### config.mk
export PLATFORM = sky130hd
export DESIGN_NAME = ttl_7414_bank_flat
export DESIGN_NICKNAME = d
export VERILOG_FILES = /design/src/rtl/ttl_pkg.sv /design/src/rtl/ttl_7414_bank_if.sv /design/src/rtl/ttl_schmitt_channel.sv /design/src/rtl/ttl_7414_bank.sv /design/src/flat_wrapper.sv
export SDC_FILE = /design/constraint.sdc
export NUM_CORES = 1
export LEC_CHECK = 0
export BUFFER_PORTS_ARGS = -buffer_cell sky130_fd_sc_hd__buf_2
export CAP_MARGIN = 20
export CORE_ASPECT_RATIO = 1.5
export CORE_MARGIN = 2
export CORE_UTILIZATION = 30
export CTS_BUF_LIST = sky130_fd_sc_hd__clkbuf_4 sky130_fd_sc_hd__clkbuf_8
export CTS_CLUSTER_DIAMETER = 50
export CTS_CLUSTER_SIZE = 24
export DETAILED_ROUTE_END_ITERATION = 8
export PLACE_DENSITY_LB_ADDON = 0.3
export SLEW_MARGIN = 20
export SYNTH_ARGS = -nofsm -noshare
export SYNTH_HDL_FRONTEND = slang
export SYNTH_SLANG_ARGS = --single-unit
### constraint.sdc
create_clock -name clk -period 1.3 [get_ports clk]
set_input_delay 0.065 -clock clk [delete_from_list [all_inputs] [get_ports clk]]
set_output_delay 0.065 -clock clk [all_outputs]
set_load 0.01 [all_outputs]
### src/rtl/ttl_pkg.sv
// Shared constants, payload types and helpers for the clocked 74xx gate bank.
package ttl_pkg;

  typedef enum logic {
    TTL_TOTEM          = 1'b0,
    TTL_OPEN_COLLECTOR = 1'b1
  } ttl_mode_e;

  localparam int unsigned CHANNELS_MIN = 1;
  localparam int unsigned CHANNELS_MAX = 32;
  localparam int unsigned FILTER_MIN   = 1;
  localparam int unsigned FILTER_MAX   = 255;
  localparam int unsigned DELAY_MIN    = 0;
  localparam int unsigned DELAY_MAX    = 8;

  // Per-channel result handed from a filter channel to the bank.
  typedef struct packed {
    logic level;
    logic pulse;
  } ttl_chan_t;

  // Counter must hold 0..FILTER-1; one extra code keeps FILTER=1 at one bit.
  function automatic int unsigned cnt_width(int unsigned filter);
    return $clog2(filter + 1);
  endfunction

endpackage

### src/rtl/ttl_7414_bank_if.sv
// Channel bus of the gate bank: raw inputs in, levels, driver enables and change pulses out.
interface ttl_7414_bank_if #(
  parameter int unsigned CHANNELS = 6
);

  logic [CHANNELS-1:0] a;
  logic [CHANNELS-1:0] y;
  logic [CHANNELS-1:0] y_oe;
  // One-cycle pulse per channel when its filtered level changes.
  logic [CHANNELS-1:0] level_edge;

  modport master (
    output a,
    input  y,
    input  y_oe,
    input  level_edge
  );

  modport slave (
    input  a,
    output y,
    output y_oe,
    output level_edge
  );

endinterface

### src/rtl/ttl_schmitt_channel.sv
// One gate channel: input capture + 2-flop synchroniser, hysteresis filter, optional inversion, delay pipe.
module ttl_schmitt_channel
  import ttl_pkg::*;
#(
  parameter int unsigned INVERT = 1,
  parameter int unsigned FILTER = 4,
  parameter int unsigned DELAY  = 1
) (
  input  logic      clk,
  input  logic      rst_n,
  input  logic      a,
  output ttl_chan_t out
);

  localparam int unsigned    CW       = cnt_width(FILTER);
  localparam logic [CW-1:0]  CNT_LAST = CW'(FILTER - 1);
  localparam logic           INV      = (INVERT != 0);

  logic          a_q;
  logic          sync1;
  logic          a_sync;
  logic          s;
  logic          s_nxt;
  logic [CW-1:0] cnt;
  logic [CW-1:0] cnt_nxt;
  logic          flip_c;
  logic          pulse;
  logic          level_c;
  logic          level;

  // Pad capture register followed by the two metastability flops.
  always_ff @(posedge clk or negedge rst_n) begin
    if (!rst_n) begin
      a_q    <= 1'b0;
      sync1  <= 1'b0;
      a_sync <= 1'b0;
    end else begin
      a_q    <= a;
      sync1  <= a_q;
      a_sync <= sync1;
    end
  end

  // Any agreement with the held level restarts the count, so short pulses never flip it.
  always_comb begin
    flip_c  = 1'b0;
    s_nxt   = s;
    cnt_nxt = '0;
    if (a_sync != s) begin
      if (cnt == CNT_LAST) begin
        flip_c = 1'b1;
        s_nxt  = ~s;
      end else begin
        cnt_nxt = cnt + CW'(1);
      end
    end
  end

  always_ff @(posedge clk or negedge rst_n) begin
    if (!rst_n) begin
      s     <= 1'b0;
      cnt   <= '0;
      pulse <= 1'b0;
    end else begin
      s     <= s_nxt;
      cnt   <= cnt_nxt;
      pulse <= flip_c;
    end
  end

  assign level_c = s ^ INV;

  generate
    if (DELAY == 0) begin : g_no_delay
      assign level = level_c;
    end else begin : g_delay
      logic [DELAY-1:0] pipe;

      always_ff @(posedge clk or negedge rst_n) begin
        if (!rst_n) begin
          pipe <= {DELAY{INV}};
        end else begin
          pipe[0] <= level_c;
          for (int k = 1; k < DELAY; k++) begin
            pipe[k] <= pipe[k-1];
          end
        end
      end

      assign level = pipe[DELAY-1];
    end
  endgenerate

  assign out = ttl_chan_t'{level: level, pulse: pulse};

endmodule

### src/rtl/ttl_7414_bank.sv
// Clocked 7414/7404/7407-style gate bank: CHANNELS independent filtered channels with totem or OC drive.
module ttl_7414_bank
  import ttl_pkg::*;
#(
  parameter int unsigned CHANNELS       = 6,
  parameter int unsigned INVERT         = 1,
  parameter int unsigned OPEN_COLLECTOR = 0,
  parameter int unsigned FILTER         = 4,
  parameter int unsigned DELAY          = 1
) (
  input  logic              clk,
  input  logic              rst_n,
  ttl_7414_bank_if.slave    bus
);

  localparam ttl_mode_e MODE = (OPEN_COLLECTOR != 0) ? TTL_OPEN_COLLECTOR : TTL_TOTEM;

  generate
    if (CHANNELS < CHANNELS_MIN || CHANNELS > CHANNELS_MAX) begin : g_bad_channels
      $fatal(1, "ttl_7414_bank: CHANNELS out of range");
    end
    if (FILTER < FILTER_MIN || FILTER > FILTER_MAX) begin : g_bad_filter
      $fatal(1, "ttl_7414_bank: FILTER out of range");
    end
    if (DELAY > DELAY_MAX) begin : g_bad_delay
      $fatal(1, "ttl_7414_bank: DELAY out of range");
    end
    if (INVERT > 1) begin : g_bad_invert
      $fatal(1, "ttl_7414_bank: INVERT must be 0 or 1");
    end
    if (OPEN_COLLECTOR > 1) begin : g_bad_oc
      $fatal(1, "ttl_7414_bank: OPEN_COLLECTOR must be 0 or 1");
    end
  endgenerate

  ttl_chan_t           ch_out [CHANNELS];
  logic [CHANNELS-1:0] level;
  logic [CHANNELS-1:0] pulse;

  generate
    for (genvar i = 0; i < CHANNELS; i++) begin : g_ch
      ttl_schmitt_channel #(
        .INVERT (INVERT),
        .FILTER (FILTER),
        .DELAY  (DELAY)
      ) u_ch (
        .clk   (clk),
        .rst_n (rst_n),
        .a     (bus.a[i]),
        .out   (ch_out[i])
      );
    end
  endgenerate

  always_comb begin
    level = '0;
    pulse = '0;
    for (int i = 0; i < CHANNELS; i++) begin
      level[i] = ch_out[i].level;
      pulse[i] = ch_out[i].pulse;
    end
  end

  assign bus.y          = level;
  assign bus.level_edge = pulse;

  // Open collector only sinks current: the driver is enabled while pulling low.
  generate
    if (MODE == TTL_OPEN_COLLECTOR) begin : g_oc
      assign bus.y_oe = ~level;
    end else begin : g_totem
      assign bus.y_oe = '1;
    end
  endgenerate

endmodule

### src/flat_wrapper.sv
// flat-port wrapper written by rule: the top's interface ports become plain ports
module ttl_7414_bank_flat import ttl_pkg::*;
#(
  parameter int unsigned CHANNELS       = 6,
  parameter int unsigned INVERT         = 1,
  parameter int unsigned OPEN_COLLECTOR = 0,
  parameter int unsigned FILTER         = 4,
  parameter int unsigned DELAY          = 1
)
  (clk, rst_n, bus_a, bus_y, bus_y_oe, bus_level_edge);
  ttl_7414_bank_if #(.CHANNELS(CHANNELS)) bus_i ();
  input  logic clk;
  input  logic rst_n;
  input wire logic [$bits(bus_i.a)-1:0] bus_a;
  output wire logic [$bits(bus_i.y)-1:0] bus_y;
  output wire logic [$bits(bus_i.y_oe)-1:0] bus_y_oe;
  output wire logic [$bits(bus_i.level_edge)-1:0] bus_level_edge;
  assign bus_i.a = bus_a;
  assign bus_y = bus_i.y;
  assign bus_y_oe = bus_i.y_oe;
  assign bus_level_edge = bus_i.level_edge;
  ttl_7414_bank #(.CHANNELS(CHANNELS), .INVERT(INVERT), .OPEN_COLLECTOR(OPEN_COLLECTOR), .FILTER(FILTER), .DELAY(DELAY)) u_core (.clk(clk), .rst_n(rst_n), .bus(bus_i));
endmodule
==> summary.txt, run 1 <==
Die X: 69.9 µm
CTS max path bufs: 2
Post-CTS Setup Repair Bufs: 0
Diode count: 0
Seq/Total Area, Yosys: 0.695
Fin crit share: 0.910
Switching pwr: 1.11 mW
Vias in the first global route: 956
Unique masters post-synth: 12
Total Power: 4.07 mW
I/O Buffers: 19
Remaining DRCs: 0
Worst vdd rail ir drop: 0.000904 V
Path type of the worst min-delay path: in -> async
Reg clk slew, reported paths: 90 ps
Avg Synthesized Cell Area: 15.4 µm²
Cell-internal power: 2.96 mW
Count of final hold-check violations: 0
NumNets Final: 162
Antenna viol nets, final: 0
Crit path max fanout: 4
Placement Rows: 36
Initial Utilization: 0.306
Reg2reg path depth: 3
IO Pins: 26
Largest net degree at the start of global routing: 55
Most frequent cells in the layout: dfrtp_1 (48), buf_2 (19), nor3b_1 (11), nor2b_1 (7), dlygate4sd3_1 (7)
Final global-route overflow total: 0
Post-DP HPWL: 1690 µm
Initial antenna violation count: 0
Net Sw Frac: 0.273
Setup_tns: 0 ps
CP arrival: 1360 ps
Routed WL per cell: 10.6 µm
Area growth syn-to-layout: 12.4%
Total CTS buffers: 5
#FFs+latches synth: 54
Max Cap Violations: 0
Clock network power share: 0.208
Worst Skew: 5.89 ps
GRT Util Overall: 0.0751
P per Cell Area: 1850 mW/mm²
Final wirelength: 2380 µm
1st-pass router iterations: 3
Filler Cell Count: 622
Sequential cell area: 0.00136 mm²
Clock latency on the worst-skew pair: 290 ps
Status: complete, no violations
Critical path type: reg -> reg
Maximum clock frequency: 0.846 GHz
Share of post-route cells with drive strength above 1: 0.304
CTS H-tree lvls: 2
Setup WS pre-CTS: 112 ps
Die area: 0.00719 mm²
CTS tree: done
Drt initial violations: 23
Commonest non-fill, non-tap cell in the layout: dfrtp_1
CTS sink count: 54
Setup crit end kind: register
Final setup margin: 118 ps
RSZ-0062 raised after global routing: no
Core Footprint: 0.00640 mm²
Vias: 896
Crit path launch type: register
Cells after synthesis: 127
Final min period: 1180 ps
First-pass GRT wire length: 4200 µm
Max-slew violation count: 0
Worst endpoint required time: 1480 ps
Flop pwr share: 0.569
Final setup violation count: 0
Mapped cell area: 0.00195 mm²
Clk root buf: clkbuf_8
Multi-input gate area: 457 µm²
Routability cong.: 0.651
Comb pwr share: 0.223
Die height: 103 µm
Lkg Pwr: 1.04 nW
Synth warn: 0
Routed vias/inst: 4.00
-- synth_stat cells --
master | n | area share
nor2b_4 | 6 | 0.042
conb_1 | 1 | 0.0019
dfrtp_1 | 48 | 0.61
nor3_1 | 6 | 0.015
xnor2_1 | 6 | 0.027
dfstp_2 | 6 | 0.081
ha_1 | 6 | 0.038
buf_4 | 18 | 0.069
inv_1 | 6 | 0.012
mux2_2 | 6 | 0.035
nor3b_1 | 11 | 0.042
nor2b_1 | 7 | 0.022
-- registers in the layout, summed over array words and instances, names as in the netlist --
name                           cells
u_core.g_ch.u_ch.a_q               6
u_core.g_ch.u_ch.a_sync            6
u_core.g_ch.u_ch.cnt              18
u_core.g_ch.u_ch.sync1             6
u_core.g_ch.u_ch.s                 6
u_core.g_ch.u_ch.g_delay.pipe      6
u_core.g_ch.u_ch.pulse             6
-- layout make-up --
class,instances,share of cell area
flip-flops and latches,54,0.618
multi-input cells,54,0.208
repair buffers,27,0.0843
clock inverters,2,0.00456
clock buffers,5,0.0313
inverters,6,0.0103
well taps,76,0.0433
-- final timing paths --
check | start | end | slack [ps]
worst max register to register | u_core.g_ch[4].u_ch.cnt[0] | u_core.g_ch[4].u_ch.s | 120
worst min register to register | u_core.g_ch[0].u_ch.sync1 | u_core.g_ch[0].u_ch.a_sync | 350
worst max-delay path | u_core.g_ch[4].u_ch.cnt[0] | u_core.g_ch[4].u_ch.s | 120
worst min-delay path | rst_n | u_core.g_ch[4].u_ch.pulse | 270
max in group asynchronous | rst_n | u_core.g_ch[1].u_ch.g_delay.pipe | 720
min in group clk | u_core.g_ch[0].u_ch.sync1 | u_core.g_ch[0].u_ch.a_sync | 350
-- critical path: stages, from the launching register on --
cell and delay, ps:
dfrtp_1 370, ha_1 180, nor2b_4 180, mux2_2 340
-- logic make-up after synthesis --
group,Yosys count,synth area share
DFF,54,0.695
and+or+nand+nor,30,0.122
buffers and inverters,24,0.0807
xor gates and xnor gates,6,0.0269
muxes,6,0.0346
adders and majority gates,6,0.0384
other,1,0.00192
-- through the flow --
step	util	std cells	cell area [µm²]	hold slack (ps)
after floorplan	-	132	1970	-231
after global placement	0.320	210	2050	69.3
after detailed placement	0.320	210	2050	83.2
after CTS	0.344	224	2200	281
after global routing	0.344	224	2200	293
final	0.344	224	2200	273
-- repair_timing --
action                                 4_1_cts  5_1_grt
hold buffers                                 7        0
resized for setup                            0        0
endpoints found under the hold margin       54        0
-- power by group through the flow --
stage / Clock (mW) / Combinational (mW) / Sequential (mW)
6_report: 0.847 / 0.906 / 2.32
3_5_place_dp: 0 / 0.919 / 2.36
2_1_floorplan: 0 / 0.814 / 2.31
5_1_grt: 0.979 / 1.03 / 2.37
4_1_cts: 0.904 / 0.934 / 2.33
3_3_place_gp: 0 / 0.841 / 2.33
-- routing by layer --
layer,vias to the layer above,part of all wire,routed length [µm],global-route usage
met4,0,0.040,96,0.0547
met3,9,0.051,121,0.0235
met2,24,0.52,1240,0.125
met5,-,0,0,0
li1,420,-,-,-
met1,443,0.38,914,0.0807
Power figures use the tool's default switching activity.
==> inputs of run 2 (changes only) <==
--- a/config.mk
+++ b/config.mk
@@ -8,7 +8,6 @@
 export BUFFER_PORTS_ARGS = -buffer_cell sky130_fd_sc_hd__buf_2
 export CAP_MARGIN = 20
 export CORE_ASPECT_RATIO = 1.5
-export CORE_MARGIN = 2
 export CORE_UTILIZATION = 30
 export CTS_BUF_LIST = sky130_fd_sc_hd__clkbuf_4 sky130_fd_sc_hd__clkbuf_8
 export CTS_CLUSTER_DIAMETER = 50
==> constraint.sdc (replaced) <==
create_clock -name clk -period 1.3 [get_ports clk]
set_input_delay 0.065 -clock clk [delete_from_list [all_inputs] [get_ports clk]]
set_output_delay 0.065 -clock clk [all_outputs]
set_load 0.05 [all_outputs]
==> run 2 against run 1 <==
Effect of this change: flip-flop and latch count stayed put; power is 12% higher; sequential power hardly changed; utilization is 1.2 points higher; cell count is 0.45% lower; critical path depth stayed put; maximum frequency is 0.32% higher; clock-buffer cell count is 2 higher; clock skew is 3.1 ps lower; combinational power is 45% higher; global-route usage is 0.48 points higher.
==> summary.txt, run 2 (same netlist as run 1, synthesis figures left out) <==
Status: complete, no violations
Placement Rows: 35 (-2.8%)
Final setup margin: 121 ps (+3.72 ps)
CTS tree: done
Final global-route overflow total: 0 (unchanged)
Count of final hold-check violations: 0 (unchanged)
IO Pins: 26 (unchanged)
Max-slew violation count: 0 (unchanged)
Diode count: 0 (unchanged)
Post-DP HPWL: 1640 µm (-3.4%)
Reg2Reg Setup Slack: 120 ps (about the same)
Drt initial violations: 14 (-39%)
Die area: 0.00685 mm² (-4.8%)
Final wirelength: 2350 µm (-1.1%)
Crit path launch type: register
Post-Place Cells: 208 (-0.95%)
Initial antenna violation count: 0 (unchanged)
CTS H-tree lvls: 2 (unchanged)
Final min period: 1180 ps (-3.72 ps)
Routability cong.: 0.673 (+3.3%)
Clk root buf: clkbuf_8
Lkg Pwr: 1.04 nW (+0.76%)
Die height: 101 µm (-1.9%)
Path type of the worst min-delay path: in -> async
Final Non-Filler Cells: 223 (-0.45%)
Worst endpoint required time: 1480 ps (about the same)
CTS max path bufs: 2 (unchanged)
Worst Skew: 2.83 ps (-3.06 ps)
Most frequent cells in the layout: dfrtp_1 (48), buf_2 (19), nor3b_1 (11), nor2b_1 (7), dlygate4sd3_1 (7)
CTS sink count: 54 (unchanged)
Filler Cell Count: 618 (-0.64%)
Setup_tns: 0 ps (unchanged)
NumNets Final: 162 (unchanged)
RSZ-0062 raised after global routing: no
Total Power: 4.56 mW (+12%)
Vias: 893 (-0.33%)
Worst hold margin: 284 ps (+10.8 ps)
Share of post-route cells with drive strength above 1: 0.309 (+0.00467)
Crit path max fanout: 4 (unchanged)
CP arrival: 1360 ps (about the same)
Post-CTS Setup Repair Bufs: 0 (unchanged)
Remaining DRCs: 0 (unchanged)
Multi-input gate area: 457 µm² (unchanged)
Largest net degree at the start of global routing: 55 (unchanged)
First-pass GRT wire length: 3940 µm (-6.1%)
Routed vias/inst: 4.00 (+0.11%)
Clock latency on the worst-skew pair: 290 ps (about the same)
Fin crit share: 0.907 (-0.00286)
Setup WS pre-CTS: 110 ps (-1.73 ps)
Reg clk slew, reported paths: 80 ps (about the same)
Critical path type: reg -> reg
I/O Buffers: 19 (unchanged)
Max FFs per register: 18 (unchanged)
Vias in the first global route: 916 (-4.2%)
Area growth syn-to-layout: 13.1%
Placed cell area: 0.00205 mm² (-0.12%)
Total CTS buffers: 5 (unchanged)
Post-layout util: 0.356 (+0.0120)
Setup crit end kind: register
Die X: 67.9 µm (-2.9%)
P per Cell Area: 2060 mW/mm² (+11%)
Initial Utilization: 0.314 (+0.00873)
Top reg by flops: u_core.g_ch.u_ch.cnt
Core Footprint: 0.00622 mm² (-2.8%)
Commonest non-fill, non-tap cell in the layout: dfrtp_1
Routed WL per cell: 10.5 µm (-0.65%)
Sequential cell area: 0.00136 mm² (unchanged)
Maximum clock frequency: 0.848 GHz (+0.32%)
Max Cap Violations: 0 (unchanged)
1st-pass router iterations: 2 (-1)
Worst vdd rail ir drop: 0.000576 V (-36%)
Final setup violation count: 0 (unchanged)
Antenna viol nets, final: 0 (unchanged)
GRT Util Overall: 0.0799 (+0.00481)
Fin area: 0.00221 mm² (+0.63%)
run 2: changes by cell type in the layout (fill, tap and decap cells not counted):
cell      change
clkinv_2      -1
clkbuf_4      +1
clkbuf_8      +1
run 2: area by class of cell:
cell class,instances,area share
Timing Repair Buffer,27,0.0838
Clock inverter,1,0.00226
Inverter,6,0.0102
Tap cell,74,0.0419
Clock buffer,7,0.0407
Multi-Input combinational cell,54,0.207
Sequential cell,54,0.615
run 2: final timing paths:
path | startpoint | to | cells past startpoint
setup / recovery | u_core.g_ch[0].u_ch.cnt[0] | u_core.g_ch[0].u_ch.s | 3
hold / removal | rst_n | u_core.g_ch[0].u_ch.a_q | 3
setup reg to reg | u_core.g_ch[0].u_ch.cnt[0] | u_core.g_ch[0].u_ch.s | 3
hold reg to reg | u_core.g_ch[5].u_ch.sync1 | u_core.g_ch[5].u_ch.a_sync | 0
max in group asynchronous | rst_n | u_core.g_ch[1].u_ch.g_delay.pipe | 3
min in group clk | u_core.g_ch[5].u_ch.sync1 | u_core.g_ch[5].u_ch.a_sync | 0
run 2: critical path, cell delays in order (launching register included):
cell,delay (ps)
dfrtp_1,360
ha_1,190
nor2b_4,180
mux2_2,340
run 2: repair_timing:
action                    4_1_cts  5_1_grt
hold buffers                    7        0
hold endpoints to repair       54        0
resized for setup               0        0
run 2: per-layer routing:
metal  track usage  part of all wire  vias up
met3        0.0238             0.044        4
met2         0.139              0.55       19
met4        0.0481             0.023        0
li1              -                 -      423
met1        0.0813              0.38      447
met5             0                 0        -
run 2: where the power goes:
group / switching (mW) / internal (mW)
Clock: 0.485 / 0.451
Combinational: 0.834 / 0.480
Sequential: 0.190 / 2.12
==> inputs of run 3 (changes only) <==
--- a/config.mk
+++ b/config.mk
@@ -8,11 +8,12 @@
 export BUFFER_PORTS_ARGS = -buffer_cell sky130_fd_sc_hd__buf_2
 export CAP_MARGIN = 20
 export CORE_ASPECT_RATIO = 1.5
-export CORE_UTILIZATION = 30
+export CORE_UTILIZATION = 35
 export CTS_BUF_LIST = sky130_fd_sc_hd__clkbuf_4 sky130_fd_sc_hd__clkbuf_8
 export CTS_CLUSTER_DIAMETER = 50
 export CTS_CLUSTER_SIZE = 24
 export DETAILED_ROUTE_END_ITERATION = 8
+export MAX_ROUTING_LAYER = met4
 export PLACE_DENSITY_LB_ADDON = 0.3
 export SLEW_MARGIN = 20
 export SYNTH_ARGS = -nofsm -noshare
==> run 3 against run 2 <==
Effect of this change: clock skew up 2.0 ps; critical endpoint is now u_core.g_ch[3].u_ch.s; worst hold slack worse by 43 ps; first-iteration DRC count up 14%; setup slack better by 17 ps; largest cell class unchanged; utilization up 5.2 points; non-clock buffer count unchanged; power down 0.65%; clock power down 1%; wire length down 3.6%.
==> summary.txt, run 3 (same netlist as run 1, synthesis figures left out) <==
Final setup margin: 138 ps (+16.6 ps)
Initial antenna violation count: 0 (unchanged)
Remaining DRCs: 0 (unchanged)
Setup WS pre-CTS: 128 ps (+17.6 ps)
1st-pass router iterations: 3 (+1)
GRT Util Overall: 0.0938 (+0.0139)
Setup crit end kind: register
P per Cell Area: 2060 mW/mm² (-0.26%)
CTS H-tree lvls: 2 (unchanged)
Core Footprint: 0.00541 mm² (-13%)
Reg2reg path depth: 3 (unchanged)
IO Pins: 26 (unchanged)
Area growth syn-to-layout: 12.7%
Final global-route overflow total: 0 (unchanged)
Initial Utilization: 0.361 (+0.0470)
Worst hold margin: 241 ps (-42.8 ps)
RSZ-0062 raised after global routing: no
Final min period: 1160 ps (-16.6 ps)
Post-CTS Setup Repair Bufs: 0 (unchanged)
Crit path depth: 3 (unchanged)
Cells along the critical path: ha_1 > nor2b_4 > mux2_2
CTS tree: done
Filler Cell Count: 494 (-20%)
Delay-heaviest family, CP: flip-flops
Worst stage delay on the critical path: 370 ps (about the same)
Reg clk slew, reported paths: 80 ps (about the same)
Placement Rows: 33 (-5.7%)
Path type of the worst min-delay path: in -> async
Worst vdd rail ir drop: 0.000618 V (+7.2%)
CTS sink count: 54 (unchanged)
Vias in the first global route: 1001 (+9.3%)
Setup_tns: 0 ps (unchanged)
Worst Skew: 4.87 ps (+2.04 ps)
Clock latency on the worst-skew pair: 290 ps (about the same)
Commonest non-fill, non-tap cell in the layout: dfrtp_1
First-pass GRT wire length: 4110 µm (+4.2%)
Final setup violation count: 0 (unchanged)
Critical path type: reg -> reg
Routed WL per cell: 10.3 µm (-1.9%)
Max FFs per register: 18 (unchanged)
Vias: 890 (-0.34%)
Largest net degree at the start of global routing: 37 (-33%)
Crit path buffers/inverters: 0 (unchanged)
Crit path max fanout: 4 (unchanged)
I/O Buffers: 19 (unchanged)
Diode count: 0 (unchanged)
Routability cong.: 0.619 (-8.1%)
Clk root buf: clkbuf_8
Fin crit share: 0.894 (-0.0127)
Multi-input gate area: 457 µm² (unchanged)
Share of post-route cells with drive strength above 1: 0.309 (unchanged)
Top reg by flops: u_core.g_ch.u_ch.cnt
Die X: 63.0 µm (-7.2%)
Most frequent cells in the layout: dfrtp_1 (48), buf_2 (19), nor3b_1 (11), nor2b_1 (7), dlygate4sd3_1 (7)
Crit path max-delay cell type: dfrtp_1
Total CTS buffers: 5 (unchanged)
Die area: 0.00589 mm² (-14%)
Maximum clock frequency: 0.861 GHz (+1.4%)
Status: complete, no violations
Drt initial violations: 16 (+2)
Sequential cell area: 0.00136 mm² (unchanged)
Max-slew violation count: 0 (unchanged)
Worst endpoint required time: 1480 ps (about the same)
Post-DP HPWL: 1620 µm (-0.98%)
Die height: 93.5 µm (-7.3%)
Max Cap Violations: 0 (unchanged)
Crit path launch type: register
CP arrival: 1340 ps (-20 ps)
Final wirelength: 2270 µm (-3.6%)
CTS max path bufs: 2 (unchanged)
Lkg Pwr: 1.04 nW (-0.18%)
Count of final hold-check violations: 0 (unchanged)
NumNets Final: 162 (unchanged)
Worst r2r src: u_core.g_ch[3].u_ch.cnt[0]
CP Launch Point: u_core.g_ch[3].u_ch.cnt[0]
Routed vias/inst: 4.06 (+1.5%)
Antenna viol nets, final: 0 (unchanged)
run 3: changes by cell type in the layout (fill, tap and decap cells not counted), sizes merged:
cell    change
clkinv      -1
clkbuf      +1
run 3: repair_timing:
action,4_1_cts,5_1_grt
endpoints found under the hold margin,22,0
resized for setup,0,0
setup endpoints to repair,0,0
hold buffers,7,0
run 3: per-stage QoR:
stage	area [µm²]	std cells	total power, mW	utilization
floorplan	1970	132	3.52	-
global placement	2040	204	3.55	0.377
detailed placement	2040	204	3.66	0.377
CTS	2200	219	4.61	0.407
global route	2200	219	4.83	0.407
finish	2200	219	4.53	0.407
run 3: cell type report:
| cell class | count | share of cell area |
|---|---|---|
| Multi-Input combinational cell | 54 | 0.207 |
| Inverter | 6 | 0.0102 |
| Clock buffer | 8 | 0.0415 |
| Sequential cell | 54 | 0.617 |
| Timing Repair Buffer | 27 | 0.0841 |
| Tap cell | 70 | 0.0398 |
run 3: final timing paths:
check,to,slack (ps)
max in group asynchronous,u_core.g_ch[1].u_ch.g_delay.pipe,460
worst min register to register,u_core.g_ch[0].u_ch.sync1,350
worst max-delay path,u_core.g_ch[3].u_ch.s,140
worst min-delay path,u_core.g_ch[4].u_ch.a_q,240
worst max register to register,u_core.g_ch[3].u_ch.s,140
min in group clk,u_core.g_ch[0].u_ch.sync1,350
run 3: power by group:
| part | switching, mW | internal (mW) | total (mW) |
|---|---|---|---|
| Combinational | 0.822 | 0.478 | 1.30 |
| Clock | 0.477 | 0.446 | 0.923 |
| Sequential | 0.186 | 2.12 | 2.31 |
| Total | 1.49 | 3.05 | 4.53 |
run 3: routing by layer:
metal / vias to the layer above / routed length (µm) / track usage
li1: 422 / - / -
met1: 445 / 890 / 0.0899
met2: 18 / 1250 / 0.170
met3: 5 / 66 / 0.0220
met4: 0 / 54 / 0.0523
met5: - / 0 / -
run 3: worst register-to-register path, delay by kind of cell (launching register included):
family / cells / cell delay (ps)
fa+ha+maj: 1 / 180
flops: 1 / 370
mux: 1 / 340
simple gates: 1 / 170
